**config.mk**
```make
export PLATFORM = sky130hd
export DESIGN_NAME = ctl_desc_packetizer_flat
export DESIGN_NICKNAME = d
export VERILOG_FILES = /design/src/rtl/usb_ctl_pkg.sv /design/src/rtl/ctl_desc_packetizer_if.sv /design/src/rtl/ctl_desc_packetizer.sv /design/src/flat_wrapper.sv
export SDC_FILE = /design/constraint.sdc
export NUM_CORES = 1
export LEC_CHECK = 0
export ABC_AREA = 1
export CORE_MARGIN = 3
export CORE_UTILIZATION = 35
export DETAILED_ROUTE_END_ITERATION = 6
export PLACE_DENSITY = 0.59
export SYNTH_ARGS = -nofsm -noshare
export SYNTH_HDL_FRONTEND = slang
export SYNTH_SLANG_ARGS = --single-unit
```
**constraint.sdc**
```tcl
create_clock -name clock -period 3.86 [get_ports clock]
set_clock_uncertainty 0.1 [all_clocks]
set_input_delay 0.579 -clock clock [delete_from_list [all_inputs] [get_ports clock]]
set_output_delay 0.579 -clock clock [all_outputs]
set_load 0.1 [all_outputs]
```
**src/rtl/usb_ctl_pkg.sv**
```systemverilog
// Shared constants and state encodings for the USB control-endpoint blocks.
package usb_ctl_pkg;

  // Default EP0 max packet sizes (full speed and high speed).
  localparam int unsigned EP0_MAX_PKT_FS = 64;
  localparam int unsigned EP0_MAX_PKT_HS = 64;

  // Width of the SETUP wLength field.
  localparam int unsigned WLEN_W = 16;

  typedef enum logic [1:0] {
    ST_IDLE  = 2'd0,
    ST_XFER  = 2'd1,
    ST_DRAIN = 2'd2,
    ST_ZLP   = 2'd3
  } ctl_state_e;

endpackage

```
**src/rtl/ctl_desc_packetizer_if.sv**
```systemverilog
// Byte-wide AXI4-Stream link used for both the descriptor source and the
// packet sink of the control-IN packetizer.
interface ctl_desc_packetizer_if;
  logic       tvalid;
  logic       tready;
  logic       tlast;
  logic       tkeep;
  logic [7:0] tdata;

  modport master (output tvalid, output tlast, output tkeep, output tdata, input tready);
  modport slave  (input tvalid, input tlast, input tkeep, input tdata, output tready);
endinterface

```
**src/rtl/ctl_desc_packetizer.sv**
```systemverilog
// Control-IN data-stage packetizer: truncates a descriptor stream to wLength,
// splits it into MAX_PKT_SIZE packets, drains leftover source bytes and
// optionally appends a zero-length packet.
// Optional feature: define CTL_PKT_ZLP_EN to build the ZLP state.
module ctl_desc_packetizer
  import usb_ctl_pkg::*;
#(
  parameter int unsigned MAX_PKT_SIZE = EP0_MAX_PKT_HS,
  parameter int unsigned LEN_WIDTH    = WLEN_W
) (
  input  logic                 clock,
  input  logic                 reset,
  input  logic                 start_i,
  input  logic                 abort_i,
  input  logic [LEN_WIDTH-1:0] wlength_i,
  output logic                 busy_o,
  output logic                 done_o,
  ctl_desc_packetizer_if.slave  s_axis,
  ctl_desc_packetizer_if.master m_axis
);

  localparam int unsigned         CNT_W    = $clog2(MAX_PKT_SIZE);
  localparam logic [CNT_W-1:0]    CNT_LAST = CNT_W'(MAX_PKT_SIZE - 1);

  ctl_state_e           state_q, state_d;
  logic [LEN_WIDTH-1:0] rem_q, rem_d;
  logic [CNT_W-1:0]     cnt_q, cnt_d;

  logic rem_one, pkt_end, beat_acc, done_c;
  logic m_valid, m_last, s_ready;
`ifdef CTL_PKT_ZLP_EN
  logic m_keep;
`endif

  assign rem_one  = (rem_q == LEN_WIDTH'(1));
  assign pkt_end  = (cnt_q == CNT_LAST);
  assign beat_acc = (state_q == ST_XFER) && s_axis.tvalid && m_axis.tready;

  // Next-state decode and stream steering for the current state.
  // NOTE: every output of this block gets a default first, so no path can infer a latch.
  always_comb begin
    state_d = state_q;
    done_c  = 1'b0;
    m_valid = 1'b0;
    m_last  = 1'b0;
    s_ready = 1'b0;
`ifdef CTL_PKT_ZLP_EN
    m_keep  = 1'b0;
`endif
    case (state_q)
      ST_IDLE: begin
        if (start_i) state_d = (wlength_i != '0) ? ST_XFER : ST_DRAIN;
      end
      ST_XFER: begin
        m_valid = s_axis.tvalid;
        s_ready = m_axis.tready;
        m_last  = s_axis.tlast | rem_one | pkt_end;
`ifdef CTL_PKT_ZLP_EN
        m_keep  = 1'b1;
`endif
        if (m_valid && m_axis.tready && m_last) begin
          if (rem_one && !s_axis.tlast) begin
            state_d = ST_DRAIN;
          end else if (s_axis.tlast) begin
`ifdef CTL_PKT_ZLP_EN
            if (pkt_end && !rem_one) begin
              state_d = ST_ZLP;
            end else begin
              state_d = ST_IDLE;
              done_c  = 1'b1;
            end
`else
            state_d = ST_IDLE;
            done_c  = 1'b1;
`endif
          end
        end
      end
      ST_DRAIN: begin
        s_ready = 1'b1;
        if (s_axis.tvalid && s_axis.tlast) begin
          state_d = ST_IDLE;
          done_c  = 1'b1;
        end
      end
`ifdef CTL_PKT_ZLP_EN
      ST_ZLP: begin
        m_valid = 1'b1;
        m_last  = 1'b1;
        if (m_axis.tready) begin
          state_d = ST_IDLE;
          done_c  = 1'b1;
        end
      end
`endif
      default: state_d = ST_IDLE;
    endcase
    // Abort wins over every transition and suppresses completion.
    if (abort_i) begin
      state_d = ST_IDLE;
      done_c  = 1'b0;
    end
  end

  // Remaining-byte and in-packet index counters.
  always_comb begin
    rem_d = rem_q;
    cnt_d = cnt_q;
    if (state_q == ST_IDLE && start_i) begin
      rem_d = wlength_i;
      cnt_d = '0;
    end else if (beat_acc) begin
      rem_d = rem_q - LEN_WIDTH'(1);
      cnt_d = cnt_q + CNT_W'(1);
    end
  end

  // FSM state register.
  // NOTE: sequential state uses non-blocking assignments so all flops see pre-edge values.
  always_ff @(posedge clock) begin
    if (reset) state_q <= ST_IDLE;
    else       state_q <= state_d;
  end

  // Counter registers.
  // NOTE: counters are reset explicitly; only control state needs a known value, but reset also clears them to 0.
  always_ff @(posedge clock) begin
    if (reset) begin
      rem_q <= '0;
      cnt_q <= '0;
    end else begin
      rem_q <= rem_d;
      cnt_q <= cnt_d;
    end
  end

  assign busy_o        = (state_q != ST_IDLE);
  assign done_o        = done_c & ~reset;
  assign s_axis.tready = s_ready;
  assign m_axis.tvalid = m_valid;
  assign m_axis.tlast  = m_last;
  assign m_axis.tdata  = s_axis.tdata;
`ifdef CTL_PKT_ZLP_EN
  assign m_axis.tkeep  = m_keep;
`else
  assign m_axis.tkeep  = 1'b1;
`endif

endmodule

```
**src/flat_wrapper.sv**
```systemverilog
// flat-port wrapper written by rule: the top's interface ports become plain ports
module ctl_desc_packetizer_flat import usb_ctl_pkg::*;
#(
  parameter int unsigned MAX_PKT_SIZE = EP0_MAX_PKT_HS,
  parameter int unsigned LEN_WIDTH    = WLEN_W
)
  (clock, reset, start_i, abort_i, wlength_i, busy_o, done_o, s_axis_tvalid, s_axis_tlast, s_axis_tkeep, s_axis_tdata, s_axis_tready, m_axis_tvalid, m_axis_tlast, m_axis_tkeep, m_axis_tdata, m_axis_tready);
  ctl_desc_packetizer_if s_axis_i ();
  ctl_desc_packetizer_if m_axis_i ();
  input  logic clock;
  input  logic reset;
  input  logic start_i;
  input  logic abort_i;
  input  logic [LEN_WIDTH-1:0] wlength_i;
  output logic busy_o;
  output logic done_o;
  input wire logic [$bits(s_axis_i.tvalid)-1:0] s_axis_tvalid;
  input wire logic [$bits(s_axis_i.tlast)-1:0] s_axis_tlast;
  input wire logic [$bits(s_axis_i.tkeep)-1:0] s_axis_tkeep;
  input wire logic [$bits(s_axis_i.tdata)-1:0] s_axis_tdata;
  output wire logic [$bits(s_axis_i.tready)-1:0] s_axis_tready;
  output wire logic [$bits(m_axis_i.tvalid)-1:0] m_axis_tvalid;
  output wire logic [$bits(m_axis_i.tlast)-1:0] m_axis_tlast;
  output wire logic [$bits(m_axis_i.tkeep)-1:0] m_axis_tkeep;
  output wire logic [$bits(m_axis_i.tdata)-1:0] m_axis_tdata;
  input wire logic [$bits(m_axis_i.tready)-1:0] m_axis_tready;
  assign s_axis_i.tvalid = s_axis_tvalid;
  assign s_axis_i.tlast = s_axis_tlast;
  assign s_axis_i.tkeep = s_axis_tkeep;
  assign s_axis_i.tdata = s_axis_tdata;
  assign s_axis_tready = s_axis_i.tready;
  assign m_axis_tvalid = m_axis_i.tvalid;
  assign m_axis_tlast = m_axis_i.tlast;
  assign m_axis_tkeep = m_axis_i.tkeep;
  assign m_axis_tdata = m_axis_i.tdata;
  assign m_axis_i.tready = m_axis_tready;
  ctl_desc_packetizer #(.MAX_PKT_SIZE(MAX_PKT_SIZE), .LEN_WIDTH(LEN_WIDTH)) u_core (.clock(clock), .reset(reset), .start_i(start_i), .abort_i(abort_i), .wlength_i(wlength_i), .busy_o(busy_o), .done_o(done_o), .s_axis(s_axis_i), .m_axis(m_axis_i));
endmodule
```
==> results.md <==
* Die ar. at 5897 um2
* Sequential area share after synthesis at 0.2739
* Worst-path fanout max at 3
* Clock Path Buffers at 2
* Die Y at 76.80 um
* Layout net count at 324
* Flops & latches, synth at 24
* Power Total at 0.6925 mW
* VDD IR max at 0.1611 mV
* Initial Util at 0.3665
* Slew Limit Fails at 0
* Commonest cells after routing, fill and taps aside: nand2_1 (67), inv_1 (35), nor2_1 (26)
* Multi-input logic area at 1020 um2
* FF+latch area at 480.5 um2
* Global-route wire length before repair at 6913 um
* Syn_nets at 304
* # resized after CTS at 0
* Setup WS pre-CTS at 1.274 ns
* Final cell count without fillers at 352
* Int Pwr at 0.4742 mW
* CTS tree: done
* Per-cell routed wire length at 11.22 um
* Site Rows at 25
* Placed Instances at 348
* RSZ-0062 raised after global routing: false
* Largest net degree at the start of global routing at 17
* Commonest non-fill, non-tap cell in the layout: nand2_1
* Final min period at 2.833 ns
* Seq pwr share at 0.397
* Layout cells sized above 1 at 0.1228
* Leak pwr at 0.8893 nW
* Slew margin rel. at 0.3574
* Min-Delay Path Class: reg -> reg
* Setup_tns at 0 ns
* Sw frac at 0.3153
* Switching power at 0.2183 mW
* Status: complete, no violations
* Final period util at 0.7340
* RePlAce Congestion at 0.8059
* Avg Cell Area, Syn at 6.595 um2
* Max-cap violation count at 0
* Maximum clock rate at 353.0 MHz
* Crit. End Element: output port
* Hold Vio Cnt, Final at 0
* Area grow syn2layout at 18.40%
* Final WL at 3949 um
* Root buffer cell: clkbuf_8
* Vias at 1615
* Hold_buf cts at 0
* WP data required at 3.18 ns
* Clk Latency, worst-skew pair at 0.27 ns
* Final hold slack at 0.3893 ns
* Logic gate share of total power at 0.276
* Pwr dens at 333.4 nW/um2
* Clock transition at path regs at 0.09 ns
* Number of global-route vias before repair at 1562
* Die width at 76.80 um
* Total track usage at 0.1404
* DR DRC count at 0
* Fill cells at 524
* WS Path Type: reg -> out
* H-tree depth at 1
* Cells after Synth at 266
* Netlist cell types at 33
* Hpwl dp at 3072 um
* Worst Max-Slew Pin Slew at 0.9609 ns
* CP Data Arrival Time at 2.15 ns
* N_diodes at 0
* Clock network fraction of design power at 0.327
* DR iter-0 viols at 70
* Post-CTS Setup Inserts at 0
* Core area at 4786 um2
* CTS Buf Count at 3
* DR pass1 iterations at 4
* TritonCTS sink count at 24
* Synth Warn # at 0
* # IOs at 46
* Number of antenna violations at the first check in global routing at 0
* DR vias/cell at 4.588
* Post-Syn Area at 1754 um2
* Number of setup violations in the final report at 0
* Post-route ant nets at 0
* Port bufs at 27
* Worst Setup Start Kind: flop
* Setup ws final at 1.027 ns
* Grt ovf at 0
## final timing paths
check                    start  depth (start not counted)           endpoint  slack, ns
min reg2reg  u_core.state_q[0]                          2  u_core.state_q[0]       0.39
max          u_core.state_q[0]                          4             busy_o       1.03
max reg2reg  u_core.state_q[0]                          8    u_core.cnt_q[3]       2.00
min          u_core.state_q[0]                          2  u_core.state_q[0]       0.39
## cell usage after synthesis
cell type | number | area [um2]
nand2_1 | 67 | 251.5
inv_1 | 35 | 131.4
nor2_1 | 26 | 97.59
dfxtp_1 | 24 | 480.5
a21oi_1 | 14 | 70.07
nand3_1 | 10 | 50.05
o21ai_0 | 10 | 50.05
a31oi_1 | 9 | 56.30
buf_4 | 9 | 67.56
ha_1 | 6 | 75.07
nand2_2 | 6 | 37.54
nor2_2 | 6 | 37.54
xor2_1 | 6 | 52.55
nand3_2 | 4 | 40.04
nand4_1 | 4 | 25.02
o21ai_1 | 4 | 20.02
nor3_1 | 3 | 15.01
xnor2_1 | 3 | 26.28
clkbuf_1 | 2 | 7.510
inv_2 | 2 | 7.510
nand2_4 | 2 | 22.52
nor2_4 | 2 | 22.52
o21a_1 | 2 | 15.01
a21boi_0 | 1 | 7.510
a2bb2oi_1 | 1 | 8.760
buf_12 | 1 | 20.02
buf_2 | 1 | 5.000
clkinv_4 | 1 | 8.760
conb_1 | 1 | 3.750
inv_4 | 1 | 6.260
nand3b_1 | 1 | 7.510
nor4_4 | 1 | 21.27
or2_2 | 1 | 6.260
## state kept, by name, summed over array words and instances (netlist names)
signal,flops
u_core.rem_q,16
u_core.cnt_q,6
u_core.state_q,2
## critical path, cell delays in order, from the launching register on
cell	delay, ns
dfxtp_1	0.37
inv_1	0.07
ha_1	0.24
inv_1	0.08
clkdlybuf4s50_1	1.13
## power by group through the flow
stage,clock network (mW),logic (mW),registers [mW]
4_1_cts,0.236,0.194,0.275
6_report,0.227,0.191,0.275
5_1_grt,0.241,0.215,0.277
3_3_place_gp,0,0.192,0.280
3_5_place_dp,0,0.193,0.281
2_1_floorplan,0,0.178,0.277
## area by class of cell
class | count | area share
multi-input cells | 190 | 0.4910
flip-flops and latches | 24 | 0.2313
repair buffers | 28 | 0.1289
inverters | 39 | 0.07410
well taps | 67 | 0.04036
clock buffers | 3 | 0.01988
clock inverters | 1 | 0.01446
## metal layers
metal | track usage | routed length (um)
met4 | 0.02536 | 26
met3 | 0.02934 | 164
met2 | 0.2448 | 1827
met5 | 0 | 0
met1 | 0.1788 | 1930
## per-stage QoR
stage,util,cell area (um2)
2_1_floorplan,-,1754
3_5_place_dp,0.4191,2006
6_report,0.4340,2077
4_1_cts,0.4340,2077
3_3_place_gp,0.4191,2006
5_1_grt,0.4340,2077
## logic make-up (layout without fill, tap and decap cells)
family / count (synthesis) / in the layout / synth area share
and+or+nand+nor: 133 / 133 / 0.3616
AOI/OAI and AO/OA: 41 / 41 / 0.1298
other: 1 / 1 / 0.002138
adders and majority gates: 6 / 6 / 0.04279
xor gates and xnor gates: 9 / 9 / 0.04494
buffers and inverters: 52 / 71 / 0.1448
DFF: 24 / 24 / 0.2739
Note: power is estimated with default switching activity, not from simulation.
